### src/rtl/binary_to_bcd_4digit_pkg.sv
// Shared constants, FSM state type and the double-dabble digit correction
// used by the binary_to_bcd_4digit converter.
package binary_to_bcd_4digit_pkg;

    localparam int unsigned BCD_COUNTER_BITS = 14;
    localparam int unsigned BCD_DIGIT_BITS   = 4;
    localparam int unsigned BCD_DIGITS       = 4;
    localparam logic [BCD_COUNTER_BITS-1:0] BCD_VALUE_MAX = 14'd9999;

    typedef enum logic [1:0] {
        B2B_IDLE  = 2'd0,
        B2B_SHIFT = 2'd1,
        B2B_DONE  = 2'd2
    } b2b_state_e;

    // Pre-shift correction: a digit of 5 or more would exceed 9 after doubling.
    function automatic logic [BCD_DIGIT_BITS-1:0] dabble_adjust(
        input logic [BCD_DIGIT_BITS-1:0] d
    );
        return (d >= 4'd5) ? d + 4'd3 : d;
    endfunction

endpackage

### src/rtl/binary_to_bcd_4digit_adjust.sv
// Combinational per-digit add-3 stage; one instance per BCD digit.
module bcd_digit_adjust
    import binary_to_bcd_4digit_pkg::*;
(
    input  logic [BCD_DIGIT_BITS-1:0] digit_in,
    output logic [BCD_DIGIT_BITS-1:0] digit_out
);

    always_comb begin
        digit_out = dabble_adjust(digit_in);
    end

endmodule

### src/rtl/binary_to_bcd_4digit.sv
// Sequential double-dabble converter: one bit per clock, saturating at BCD_MAX,
// output registers update only at the end of a conversion.
module binary_to_bcd_4digit
    import binary_to_bcd_4digit_pkg::*;
#(
    parameter int unsigned          BIN_BITS = BCD_COUNTER_BITS,
    parameter int unsigned          DIGITS   = BCD_DIGITS,
    parameter logic [BIN_BITS-1:0]  BCD_MAX  = BIN_BITS'(BCD_VALUE_MAX)
) (
    input  logic                           clk,
    input  logic                           rst,
    input  logic [BIN_BITS-1:0]            bin_in,
    input  logic                           start,
    output logic                           busy,
    output logic                           valid,
    output logic [BCD_DIGIT_BITS*DIGITS-1:0] bcd,
    output logic                           overflow
);

    localparam int unsigned BCD_W = BCD_DIGIT_BITS * DIGITS;
    localparam int unsigned CNT_W = $clog2(BIN_BITS + 1);

    b2b_state_e          state_q,    state_d;
    logic [BIN_BITS-1:0] bin_q,      bin_d;
    logic [BCD_W-1:0]    scratch_q,  scratch_d;
    logic [CNT_W-1:0]    cnt_q,      cnt_d;
    logic                ovf_q,      ovf_d;
    logic [BCD_W-1:0]    bcd_q,      bcd_d;
    logic                overflow_q, overflow_d;
    logic                valid_q,    valid_d;

    logic [BCD_W-1:0]    scratch_adj;

    for (genvar g = 0; g < DIGITS; g++) begin : g_adj
        bcd_digit_adjust u_adj (
            .digit_in  (scratch_q[g*BCD_DIGIT_BITS +: BCD_DIGIT_BITS]),
            .digit_out (scratch_adj[g*BCD_DIGIT_BITS +: BCD_DIGIT_BITS])
        );
    end

    always_comb begin
        state_d    = state_q;
        bin_d      = bin_q;
        scratch_d  = scratch_q;
        cnt_d      = cnt_q;
        ovf_d      = ovf_q;
        bcd_d      = bcd_q;
        overflow_d = overflow_q;
        valid_d    = 1'b0;

        unique case (state_q)
            B2B_IDLE: begin
                if (start) begin
                    bin_d     = bin_in;
                    scratch_d = '0;
                    cnt_d     = CNT_W'(BIN_BITS);
                    ovf_d     = (bin_in > BCD_MAX);
                    state_d   = B2B_SHIFT;
                end
            end
            B2B_SHIFT: begin
                // Bits leaving the top of scratch are only lost on overflow,
                // which the saturation in DONE masks anyway.
                {scratch_d, bin_d} = {scratch_adj, bin_q} << 1;
                cnt_d = cnt_q - CNT_W'(1);
                if (cnt_q == CNT_W'(1)) begin
                    state_d = B2B_DONE;
                end
            end
            B2B_DONE: begin
                bcd_d      = ovf_q ? {DIGITS{4'h9}} : scratch_q;
                overflow_d = ovf_q;
                valid_d    = 1'b1;
                state_d    = B2B_IDLE;
            end
            default: begin
                state_d = B2B_IDLE;
            end
        endcase
    end

    always_ff @(posedge clk) begin
        if (!rst) begin
            state_q    <= B2B_IDLE;
            bin_q      <= '0;
            scratch_q  <= '0;
            cnt_q      <= '0;
            ovf_q      <= 1'b0;
            bcd_q      <= '0;
            overflow_q <= 1'b0;
            valid_q    <= 1'b0;
        end else begin
            state_q    <= state_d;
            bin_q      <= bin_d;
            scratch_q  <= scratch_d;
            cnt_q      <= cnt_d;
            ovf_q      <= ovf_d;
            bcd_q      <= bcd_d;
            overflow_q <= overflow_d;
            valid_q    <= valid_d;
        end
    end

    assign busy     = (state_q == B2B_SHIFT);
    assign valid    = valid_q;
    assign bcd      = bcd_q;
    assign overflow = overflow_q;

endmodule

### config.mk
export PLATFORM = sky130hd
export DESIGN_NAME = binary_to_bcd_4digit
export DESIGN_NICKNAME = d
export VERILOG_FILES = /design/src/rtl/binary_to_bcd_4digit_pkg.sv /design/src/rtl/binary_to_bcd_4digit_adjust.sv /design/src/rtl/binary_to_bcd_4digit.sv
export SDC_FILE = /design/constraint.sdc
export NUM_CORES = 1
export LEC_CHECK = 0
export ABC_AREA = 1
export CAP_MARGIN = 20
export CELL_PAD_IN_SITES_DETAIL_PLACEMENT = 1
export CELL_PAD_IN_SITES_GLOBAL_PLACEMENT = 1
export CORE_MARGIN = 2
export CORE_UTILIZATION = 35
export DETAILED_ROUTE_END_ITERATION = 6
export PLACE_DENSITY = 0.77
export REMOVE_ABC_BUFFERS = 1
export SETUP_SLACK_MARGIN = 0.1
export SLEW_MARGIN = 25
export SYNTH_ARGS = -nofsm -noshare
export SYNTH_HDL_FRONTEND = slang
export SYNTH_SLANG_ARGS = --single-unit
export TNS_END_PERCENT = 30
### constraint.sdc
create_clock -name clk -period 1.2 [get_ports clk]
set_input_delay 0.12 -clock clk [delete_from_list [all_inputs] [get_ports clk]]
set_output_delay 0.12 -clock clk [all_outputs]
set_load 0.005 [all_outputs]
=== Word-level counts from Yosys, hierarchy flattened ===
Index checks and enable logic that the tools add are counted.

* Bits in registers: 55
* Input port bits: 17

* Reductions and logical operators: 5
* $add $sub $neg: 5
* $lt $le $gt $ge: 5
* Equal/unequal tests: 5
* Muxes and demuxes: 15

{| class="wikitable"
|+ Operators by type and width
! operator !! count
|-
| $mux W16 || 2
|-
| $pmux W16 S2 || 1
|-
| $pmux W14 S2 || 1
|-
| $ge A4 B3 Y1 const B || 4
|-
| $mux W4 || 4
|-
| $gt A14 B14 Y1 const B || 1
|-
| $mux W14 || 1
|-
| $add A4 B2 Y4 const B || 3
|-
| $pmux W4 S2 || 1
|-
| $reduce_and A2 Y1 || 3
|-
| $eq A4 B1 Y1 const B || 1
|-
| $mux W2 || 2
|-
| $pmux W2 S2 || 1
|-
| $sub A4 B1 Y4 const B || 1
|-
| $add A3 B2 Y3 const B || 1
|-
| $mux W3 || 1
|-
| $eq A2 B1 Y1 const B || 1
|-
| $eq A2 B2 Y1 const B || 1
|-
| $logic_not A2 Y1 || 1
|-
| $ne A2 B1 Y1 const B || 1
|-
| $ne A2 B2 Y1 const B || 1
|-
| $reduce_bool A2 Y1 || 1
|-
| $mux W1 || 1
|}

=== Depth between registers and ports, before layout ===
Gate-level depths: netlist of run 1.

* Word-level depth: 3
* Mapped depth: 8
* Gate-level depth less buffers: 8

=== Hierarchy ===
A second synthesis of run 1 with hierarchy kept.

* Cell total of the unflattened synthesis: 351
* Area, all modules: 2,592.5 µm²

{| class="wikitable"
|+ Modules (own cells, without submodules)
! module !! instances !! area an instance (µm²) !! sequential area each (µm²) !! cells an instance
|-
| binary_to_bcd_4digit || 1 || 2,052.0 || 1,101.1 || 259
|-
| bcd_digit_adjust || 4 || 135.1 || 0.0 || 23
|}

=== Least setup slack after synthesis of run 1 ===
No wires, ideal clock.

* Path kind: register -> register
* Start point: register scratch_q[4]
* End point: register scratch_q[6]
* Buffers on the path: 0
* Stages on the path, launching flop included: 9
* Setup slack: 28 ps
* Arrival time: 1,045 ps
* Data required time: 1,074 ps
* Cell sequence: dfxtp_1 -> inv_1 -> ha_1 -> inv_1 -> nand2_1 -> nand3_1 -> nand2_1 -> nand3_1 -> o21ai_0

* Longest elaborated chain between the ends: 3

{| class="wikitable"
|+ Ends and longest elaborated chain
! item !! line !! text
|-
| start: declaration || binary_to_bcd_4digit.sv:25 || <nowiki>logic [BCD_W-1:0] scratch_q, scratch_d;</nowiki>
|-
| start signal: assignment || binary_to_bcd_4digit.sv:95 || <nowiki>scratch_q <= scratch_d;</nowiki>
|-
| $add A4 B2 Y4 / $ge A4 B3 Y1 (equally long branches) || binary_to_bcd_4digit_pkg.sv:20 || <nowiki>return (d >= 4'd5) ? d + 4'd3 : d;</nowiki>
|-
| $mux W4 (*) || binary_to_bcd_4digit_pkg.sv:20 ||
|-
| $pmux W16 S2 (*) || binary_to_bcd_4digit.sv:51 || <nowiki>unique case (state_q)</nowiki>
|}

Every way passes the cells marked *; elsewhere a longest branch is shown, timed or not.
A chain may end at the register's enable or synchronous reset.

=== Worst setup path in the final report of run 1 ===
* Start point: register state_q[0]
* End point: register bcd_q[1], in the netlist bcd[1]

* Longest elaborated chain between the ends: 1

{| class="wikitable"
|+ Ends and longest elaborated chain
! item !! line !! text
|-
| start: declaration || binary_to_bcd_4digit.sv:23 || <nowiki>b2b_state_e state_q, state_d;</nowiki>
|-
| start signal: assignment || binary_to_bcd_4digit.sv:93 || <nowiki>state_q <= state_d;</nowiki>
|-
| $eq A2 B2 Y1 || binary_to_bcd_4digit.sv:51 ||
|-
| end signal: assignment || binary_to_bcd_4digit.sv:89 || <nowiki>bcd_q <= '0;</nowiki>
|-
| end signal: assignment || binary_to_bcd_4digit.sv:98 || <nowiki>bcd_q <= bcd_d;</nowiki>
|-
| end: declaration || binary_to_bcd_4digit.sv:28 || <nowiki>logic [BCD_W-1:0] bcd_q, bcd_d;</nowiki>
|}

No other way between the ends.

==> results of run 1 <==
-- worst max-delay path: cells and delay by family (launching register included) --
kind / cells / cell delay, ns
AO/OA/AOI/OAI: 1 / 0.16
buffers and inverters: 3 / 0.37
flip-flops: 1 / 0.34
AND/OR/NAND/NOR: 3 / 0.29
-- layout make-up --
cell class              instances  area, sq um  share of cell area, %
inverters                      35          149                   4.01
repair buffers                 76          766                   20.6
well taps                      80          100                   2.70
clock inverters                 1         5.00                  0.135
clock buffers                   6         82.6                   2.23
flip-flops and latches         55         1140                   30.7
multi-input cells             226         1470                   39.6
-- per-stage QoR --
stage	worst slack, ns	utilization, %
3_5_place_dp	-0.183	45.7
4_1_cts	-0.0338	48.8
3_3_place_gp	-0.103	45.7
6_report	-0.0261	54.9
2_1_floorplan	-0.126	-
5_1_grt	-0.0884	54.9
-- flip-flops by register name, indices dropped and copies added (netlist names) --
name and count:
bcd 16, scratch_q 16, bin_q 14, cnt_q 4, state_q 2, overflow 1
ovf_q 1, valid 1
-- power breakdown --
| group | leakage (nW) | switching [mW] | internal [mW] |
|---|---|---|---|
| logic | 1.13 | 0.268 | 0.238 |
| clock network | 0.0470 | 0.607 | 0.455 |
| registers | 0.461 | 0.0347 | 1.88 |
-- per-layer routing --
layer	vias to the layer above	part of all wire [%]	track usage [%]
met5	-	0	0
met4	0	2.2	7.27
met3	16	2.4	3.89
met2	43	53	36.3
met1	1241	42	22.9
li1	1227	-	-
-- worst min-delay path by stage --
stage | slack [ns] | depth (start not counted) | from | to
floorplan | 0.23 | 2 | rst | bin_q[13]$_SDFFE_PN0P_
global placement | 0.43 | 2 | bin_q[0]$_SDFFE_PN0P_ | bin_q[0]$_SDFFE_PN0P_
detailed placement | 0.44 | 2 | bin_q[0]$_SDFFE_PN0P_ | bin_q[0]$_SDFFE_PN0P_
CTS | 0.36 | 3 | bin_in[3] | bin_q[3]$_SDFFE_PN0P_
global route | 0.38 | 3 | bin_in[3] | bin_q[3]$_SDFFE_PN0P_
finish | 0.38 | 3 | bin_in[3] | bin_q[3]$_SDFFE_PN0P_
-- repair_timing --
action | 4_1_cts | 5_1_grt
gates cloned | 1 | 1
gates resized for setup | 88 | 94
endpoints found under the setup margin | 68 | 52
hold buffers | 0 | 0
pin swaps | 17 | 25
setup buffers | 1 | 8
endpoints found under the hold margin | 0 | 0
-- cells by family (layout without fill, tap and decap cells) --
family	Yosys count	after routing
simple gates	152	152
compound gates	64	64
buf+inv	46	118
fa+ha+maj	10	10
flops	55	55
-- cell usage in the layout, fill, tap and decap left out, drive strengths merged --
cell | Yosys | routed
o211ai | 3 | 3
clkdlybuf4s50 | 0 | 16
o22ai | 1 | 1
nand3 | 25 | 25
a31oi | 11 | 11
inv | 35 | 34
nor3 | 2 | 2
nor2 | 17 | 17
clkbuf | 4 | 7
clkinv | 0 | 2
buf | 7 | 41
nand2 | 97 | 97
ha | 10 | 10
dlygate4sd2 | 0 | 18
o21ai | 32 | 32
nand4 | 11 | 11
a21oi | 17 | 17
dfxtp | 55 | 55
==> results.sh, run 1 <==
export IMPL_status="finished with violations"
export IMPL_violations="setup timing"
export IMPL_synth_top_family_by_area="simple AND/OR/NAND/NOR gates"
export IMPL_ys_flop_type="dfxtp_1"
export IMPL_worstSetupStartpointType="flop"
export IMPL_ant_nets=0
export IMPL_synth_most_common_cell="nand2_1"
export IMPL_fin_area_sq_um=3710
export IMPL_cts_tree="yes"
export IMPL_cts_buffer_depth=2
export IMPL_diodes=0
export IMPL_synth_top_area_share_pct=45.5
export IMPL_num_io_pins=36
export IMPL_setup_violations=2
export IMPL_fin_skew_ns=0.00694
export IMPL_synthSimpleGateAreaFrac_pct=27.1
export IMPL_max_freq_ghz=0.816
export IMPL_grt_pass1_vias=2516
export IMPL_setup_slack_ns=-0.0261
export IMPL_htreeDepth=2
export IMPL_die_h_um=87.2
export IMPL_rsz0062_at_grt="yes"
export IMPL_relSlewSlack_pct=75.5
export IMPL_synthTopCellsByCount="nand2_1, dfxtp_1, inv_1"
export IMPL_cpMostUsedCell="nor2_4"
export IMPL_worst_slew_pin_slew_ns=0.367
export IMPL_slowest_delay_ns=0.34
export IMPL_worstSetupPathType="reg2reg"
export IMPL_die_w_um=87.2
export IMPL_yosys_area_top_type="dfxtp_1"
export IMPL_post_drt_via_cell_ratio=5.28
export IMPL_cp_arrival_ns=1.46
export IMPL_final_cells=479
export IMPL_min_period_over_period_pct=102
export IMPL_routed_via_count=2527
export IMPL_critPathCaptureType="flop"
export IMPL_vdd_ir_drop_max_uv=453
export IMPL_synth_mux_area_share_pct=0
export IMPL_hp_class="in2reg"
export IMPL_ff2ff_path_depth=7
export IMPL_drc=0
export IMPL_synth_xor_area_share_pct=0
export IMPL_netlist_top_cells_area="dfxtp_1, nand2_1, o21ai_0"
export IMPL_cts_root_buf="clkbuf_8"
export IMPL_synth_adder_area_share_pct=5.17
export IMPL_r2r_end="bcd[1]$_SDFFE_PN0P_"
export IMPL_clk_latency_ns=0.31
export IMPL_ys_seq_area_share_pct=45.5
export IMPL_start_util_pct=35.9
export IMPL_nNetsFinal=426
export IMPL_crit_fanout=13
export IMPL_grt_ovfl_total=0
export IMPL_globalplace_congestion=0.781
export IMPL_synth_compound_area_share_pct=14.3
export IMPL_avgSynthCellArea_sq_um=7.41
export IMPL_grt_pass1_wl_um=11800
export IMPL_grt_use_total_pct=19.9
export IMPL_area_growth_pct=53.1
export IMPL_dieArea_sq_um=7600
export IMPL_clock_sinks=55
export IMPL_ys_warn_count=0
export IMPL_holdWs_ns=0.375
export IMPL_cts_buffers=5
export IMPL_dpl_cell_count=461
export IMPL_drive_gt1_share_pct=40.6
export IMPL_row_count=30
export IMPL_finalCriticalPeriod_ns=1.23
export IMPL_core_area_sq_um=6760
export IMPL_p_per_area_nw_per_um2=938
export IMPL_first_pass_iters=4
export IMPL_slowest_stage="dfxtp_2"
export IMPL_fillers=793
export IMPL_clkSlewWorstSetupHoldPaths_ns=0.10
export IMPL_wl_um=8040
export IMPL_synth_edf_count=0
export IMPL_grt_start_max_net_pins=24
export IMPL_hold_viol=0
export IMPL_crit_path_end="bcd[1]$_SDFFE_PN0P_"
export IMPL_netlist_instances=327
export IMPL_r2r_setup_slack_ns=-0.03
export IMPL_ys_types=22
export IMPL_syn_area_sq_um=2420
export IMPL_drt_initial_drc_count=90
export IMPL_r2r_start="state_q[0]$_SDFFE_PN0P_"
export IMPL_p_total_mw=3.48
export IMPL_max_cap_viol_count=0
export IMPL_crit_chain="buf_4 > nor2_4 > inv_2 > nor2_4 > buf_12 > nand2_1 > a21oi_1"
export IMPL_ys_seq_elements=55
export IMPL_synthArstFlopShare_pct=0
export IMPL_leakage_nw=1.64
export IMPL_placed_area_sq_um=3090
export IMPL_startpoint="state_q[0]$_SDFFE_PN0P_"
export IMPL_setup_tns_ns=-0.0279
export IMPL_port_buffers=35
export IMPL_finalMaxSlewViolations=0
export IMPL_antenna_found_initial=0
export IMPL_dp_hpwl_um=5080
export IMPL_crit_required_ns=1.43
export IMPL_wl_per_cell_um=16.8
Note: power is estimated with default switching activity, not from simulation.
==> run 2, diff against run 1 <==
- CORE_UTILIZATION: 35 -> 42
- PLACE_DENSITY: 0.77 -> 0.86
- clock period: 1.2 -> 1.52 ns (I/O delays scaled with it)
==> run 2 against run 1 <==
Compared with the run above:
- the flow now finishes without violations
- die area shrank 16%
- first-iteration DRC count rose by 6.7%
- sequential power fell by 21%
- combinational power shrank 46%
- maximum frequency fell by 12%
- critical path type unchanged
- critical endpoint is now scratch_q[1]$_SDFFE_PN0P_
==> results.sh, run 2 (same netlist as run 1, synthesis figures left out) <==
export IMPL_start_util_pct=43.7
export IMPL_sw_frac_of_total_pct=25.0
export IMPL_ant_nets=0
export IMPL_p_seq_share_pct=56.2
export IMPL_slowest_stage="dfxtp_2"
export IMPL_combPwrFrac_pct=10.1
export IMPL_worstSetupPathType="reg2reg"
export IMPL_finalCriticalPeriod_ns=1.39
export IMPL_worstSetupStartpointType="flop"
export IMPL_htreeDepth=2
export IMPL_clock_sinks=55
export IMPL_cts_root_buf="clkbuf_8"
export IMPL_drt_initial_drc_count=96
export IMPL_nNetsFinal=398
export IMPL_row_count=27
export IMPL_crit_required_ns=1.70
export IMPL_clkSlewWorstSetupHoldPaths_ns=0.10
export IMPL_diodes=0
export IMPL_cts_tree="yes"
export IMPL_routed_via_count=2318
export IMPL_worst_slew_pin_slew_ns=0.366
export IMPL_max_freq_ghz=0.717
export IMPL_setup_slack_ns=0.126
export IMPL_cp_arrival_ns=1.57
export IMPL_globalplace_congestion=0.863
export IMPL_critPathCaptureType="flop"
export IMPL_p_switching_mw=0.674
export IMPL_fin_skew_ns=0.00689
export IMPL_crit_chain="inv_1 > ha_1 > inv_1 > nand2_1 > nand3_2 > nand2_1 > nand3_1 > o21ai_0"
export IMPL_grt_pass1_vias=2387
export IMPL_grt_pass1_wl_um=11100
export IMPL_hold_viol=0
export IMPL_min_period_over_period_pct=91.7
export IMPL_cts_buffer_depth=2
export IMPL_cts_buffers=5
export IMPL_wl_per_cell_um=15.1
export IMPL_die_w_um=79.9
export IMPL_first_pass_iters=4
export IMPL_dp_hpwl_um=4760
export IMPL_area_growth_pct=25.4
export IMPL_setup_tns_ns=0
export IMPL_p_total_mw=2.69
export IMPL_layout_common_cells="nand2_1, dfxtp_1, clkdlybuf4s50_1, inv_1, o21ai_0"
export IMPL_grt_use_total_pct=22.2
export IMPL_fillers=728
export IMPL_setup_violations=0
export IMPL_rsz0062_at_grt="yes"
export IMPL_hold_buffers=0
export IMPL_drive_gt1_share_pct=10.5
export IMPL_status="complete, no violations"
export IMPL_intPower_mw=2.02
export IMPL_antenna_found_initial=0
export IMPL_num_io_pins=36
export IMPL_utilization_pct=54.8
export IMPL_crit_fanout=6
export IMPL_dieArea_sq_um=6390
export IMPL_final_common_cell="nand2_1"
export IMPL_r2r_setup_slack_ns=0.13
export IMPL_drc=0
export IMPL_p_per_area_nw_per_um2=885
export IMPL_slowest_delay_ns=0.39
export IMPL_max_cap_viol_count=0
export IMPL_finalMaxSlewViolations=0
export IMPL_wl_um=6690
export IMPL_post_drt_via_cell_ratio=5.22
export IMPL_leakage_nw=1.23
export IMPL_hp_class="in2reg"
export IMPL_core_area_sq_um=5540
export IMPL_grt_ovfl_total=0
export IMPL_vdd_ir_drop_max_uv=439
export IMPL_die_h_um=79.9
export IMPL_p_clk_share_pct=33.7
export IMPL_place_ws_ns=-0.00323
export IMPL_clk_latency_ns=0.31
export IMPL_port_buffers=35
export IMPL_grt_start_max_net_pins=20
export IMPL_relSlewSlack_pct=75.5
## run 2: area by class of cell
class | instances | area (sq um) | share of cell area [%]
flip-flops and latches | 55 | 1110 | 36.6
repair buffers | 48 | 459 | 15.1
clock buffers | 7 | 96.3 | 3.17
inverters | 35 | 134 | 4.41
multi-input cells | 226 | 1140 | 37.5
clock inverters | 1 | 7.51 | 0.247
well taps | 72 | 90.1 | 2.97
## run 2: timing repair
action	in CTS	in global routing
setup buffers	1	0
pin swaps	1	0
gates resized for setup	3	10
gates cloned	0	0
setup endpoints to repair	1	19
## run 2: final timing paths
kind | startpoint | end | cells past startpoint
hold / removal | bin_in[2] | bin_q[2]$_SDFFE_PN0P_ | 3
setup reg to reg | scratch_q[0]$_SDFFE_PN0P_ | scratch_q[1]$_SDFFE_PN0P_ | 8
hold reg to reg | bin_q[0]$_SDFFE_PN0P_ | bin_q[0]$_SDFFE_PN0P_ | 2
setup / recovery | scratch_q[0]$_SDFFE_PN0P_ | scratch_q[1]$_SDFFE_PN0P_ | 8
## run 2: per-layer routing
metal | part of all wire (%) | track usage, % | wire (um) | vias up
li1 | - | - | - | 1163
met1 | 45 | 26.3 | 2980 | 1106
met2 | 51 | 41.3 | 3440 | 44
met3 | 3.2 | 3.85 | 215 | 5
met4 | 0.76 | 5.25 | 51 | 0
met5 | 0 | 0 | 0 | -
## run 2: through the flow
step	hold slack [ns]	instance area (sq um)	cells
floorplan	0.265	2360	316
global placement	0.437	2900	435
detailed placement	0.453	2900	435
CTS	0.404	3020	444
global route	0.420	3040	444
finish	0.397	3040	444
## run 2: power groups by stage
stage / logic [mW] / registers, mW / clock network (mW)
detailed placement: 0.267 / 1.54 / 0
finish: 0.273 / 1.51 / 0.906
global route: 0.304 / 1.52 / 0.977
CTS: 0.274 / 1.51 / 0.916
floorplan: 0.131 / 1.54 / 0
global placement: 0.259 / 1.54 / 0
## run 2: critical path, delay by kind of cell, from the launching register on
family | cells | cell delay [ns]
adders and majority gates | 1 | 0.23
and+or+nand+nor | 4 | 0.36
AOI/OAI and AO/OA | 1 | 0.12
buffers and inverters | 2 | 0.17
DFF | 1 | 0.39
==> run 3, diff against run 2 <==
- RECOVER_POWER: unset -> 25
- SLEW_MARGIN: 25 -> 20
==> run 3 against run 2 <==
Compared with the run above:
- sequential power is essentially flat
- register-to-register slack lost 0.02 ns
- clock-buffer cell count is the same
- die area stayed put
- maximum frequency is 1.7% lower
- via count grew 0.65%
- clock skew hardly changed
- routed wire length is 0.15% lower
- largest cell class unchanged
- largest power group unchanged
==> results.sh, run 3 (same netlist as run 1, synthesis figures left out) <==
export IMPL_place_ws_ns=-0.00323
export IMPL_port_buffers=35
export IMPL_drt_initial_drc_count=96
export IMPL_max_freq_ghz=0.705
export IMPL_nNetsFinal=398
export IMPL_p_per_area_nw_per_um2=884
export IMPL_finalMaxSlewViolations=0
export IMPL_hp_class="in2reg"
export IMPL_critPathBufInv=3
export IMPL_dpl_cell_count=435
export IMPL_die_h_um=79.9
export IMPL_slowest_delay_ns=0.38
export IMPL_cp_arrival_ns=1.63
export IMPL_worstSetupStartpointType="flop"
export IMPL_clk_latency_ns=0.31
export IMPL_cts_buffers=5
export IMPL_vdd_ir_drop_max_uv=437
export IMPL_slowest_stage="dfxtp_4"
export IMPL_final_common_cell="nand2_1"
export IMPL_die_w_um=79.9
export IMPL_crit_required_ns=1.73
export IMPL_area_growth_pct=25.4
export IMPL_grt_ovfl_total=0
export IMPL_worstSetupPathType="reg2reg"
export IMPL_r2r_start="state_q[0]$_SDFFE_PN0P_"
export IMPL_path_delay_family="buffers and inverters"
export IMPL_r2r_end="scratch_q[1]$_SDFFE_PN0P_"
export IMPL_layout_common_cells="nand2_1, dfxtp_1, inv_1, clkdlybuf4s50_1, o21ai_0"
export IMPL_setup_violations=0
export IMPL_cp_depth=7
export IMPL_dp_hpwl_um=4760
export IMPL_num_io_pins=36
export IMPL_row_count=27
export IMPL_clkSlewWorstSetupHoldPaths_ns=0.10
export IMPL_holdPathStages=3
export IMPL_min_from="bin_in[2]"
export IMPL_htreeDepth=2
export IMPL_fin_skew_ns=0.00650
export IMPL_min_period_over_period_pct=93.3
export IMPL_core_area_sq_um=5540
export IMPL_dieArea_sq_um=6390
export IMPL_wl_um=6680
export IMPL_leakage_nw=1.23
export IMPL_finalCriticalPeriod_ns=1.42
export IMPL_grt_pass1_vias=2387
export IMPL_final_cells=444
export IMPL_rsz0062_at_grt="yes"
export IMPL_placed_area_sq_um=2900
export IMPL_ff2ff_path_depth=7
export IMPL_p_total_mw=2.69
export IMPL_post_drt_via_cell_ratio=5.25
export IMPL_status="complete, no violations"
export IMPL_setup_slack_ns=0.101
export IMPL_relSlewSlack_pct=75.9
export IMPL_holdWs_ns=0.399
export IMPL_hold_buffers=0
export IMPL_grt_start_max_net_pins=20
export IMPL_grt_pass1_wl_um=11100
export IMPL_drc=0
export IMPL_critPathCaptureType="flop"
export IMPL_clock_sinks=55
export IMPL_cts_tree="yes"
export IMPL_diodes=0
export IMPL_first_pass_iters=4
export IMPL_globalplace_congestion=0.863
export IMPL_ant_nets=0
export IMPL_routed_via_count=2333
export IMPL_crit_fanout=16
export IMPL_cts_buffer_depth=2
export IMPL_antenna_found_initial=0
export IMPL_crit_chain="inv_1 > nor2_4 > buf_4 > nand2_2 > inv_4 > nand3_1 > o21ai_0"
export IMPL_grt_use_total_pct=22.2
export IMPL_worst_slew_pin_slew_ns=0.360
export IMPL_r2r_setup_slack_ns=0.10
export IMPL_max_cap_viol_count=0
export IMPL_startpoint="state_q[0]$_SDFFE_PN0P_"
export IMPL_wl_per_cell_um=15.0
export IMPL_drive_gt1_share_pct=9.95
export IMPL_fin_area_sq_um=3040
export IMPL_crit_path_end="scratch_q[1]$_SDFFE_PN0P_"
export IMPL_hold_viol=0
export IMPL_start_util_pct=43.7
export IMPL_cts_root_buf="clkbuf_8"
run 3: changes by cell type in the layout (fill, tap and decap cells not counted), sizes merged:
cell / change
clkdlybuf4s50: -1
dlygate4sd3: +1
run 3: through the flow:
step | setup TNS [ns] | utilization, %
6_report | 0 | 54.8
5_1_grt | 0 | 54.8
4_1_cts | 0 | 54.5
3_5_place_dp | -0.00323 | 52.4
3_3_place_gp | 0 | 52.4
2_1_floorplan | 0 | -
run 3: cell type report:
cell class	count	area, sq um
clock buffer	7	96.3
clock inverter	1	7.51
fill	728	2500
inverter	35	134
multi-input combinational	226	1140
sequential	55	1110
tap	72	90.1
timing repair buffer	48	459
run 3: routing by layer:
| metal | track usage (%) | part of all wire, % | vias up |
|---|---|---|---|
| met3 | 3.85 | 3.3 | 8 |
| met1 | 26.3 | 45 | 1120 |
| met4 | 5.25 | 1.0 | 0 |
| met5 | 0 | 0 | - |
| met2 | 41.3 | 51 | 41 |
| li1 | - | - | 1164 |
run 3: power breakdown:
| group | switching [mW] | internal, mW | leakage (nW) |
|---|---|---|---|
| clock network | 0.488 | 0.416 | 0.0505 |
| registers | 0.0265 | 1.48 | 0.450 |
| logic | 0.156 | 0.116 | 0.731 |
| total | 0.671 | 2.02 | 1.23 |
run 3: worst min-delay path by stage:
| stage | slack, ns | endpoint |
|---|---|---|
| 3_5_place_dp | 0.45 | bin_q[0]$_SDFFE_PN0P_ |
| 2_1_floorplan | 0.26 | bin_q[13]$_SDFFE_PN0P_ |
| 4_1_cts | 0.40 | bin_q[2]$_SDFFE_PN0P_ |
| 6_report | 0.40 | bin_q[2]$_SDFFE_PN0P_ |
| 3_3_place_gp | 0.44 | bin_q[0]$_SDFFE_PN0P_ |
| 5_1_grt | 0.42 | bin_q[2]$_SDFFE_PN0P_ |
run 3: worst min-delay path: stages:
cell	delay, ns
clkdlybuf4s50_1	0.39
nand2_1	0.06
a31oi_1	0.06
run 3: timing repair:
item / 4_1_cts / 5_1_grt
buffers inserted: 1 / 0
setup endpoints to repair: 1 / 19
pin swaps: 1 / 0
resized for setup: 3 / 10
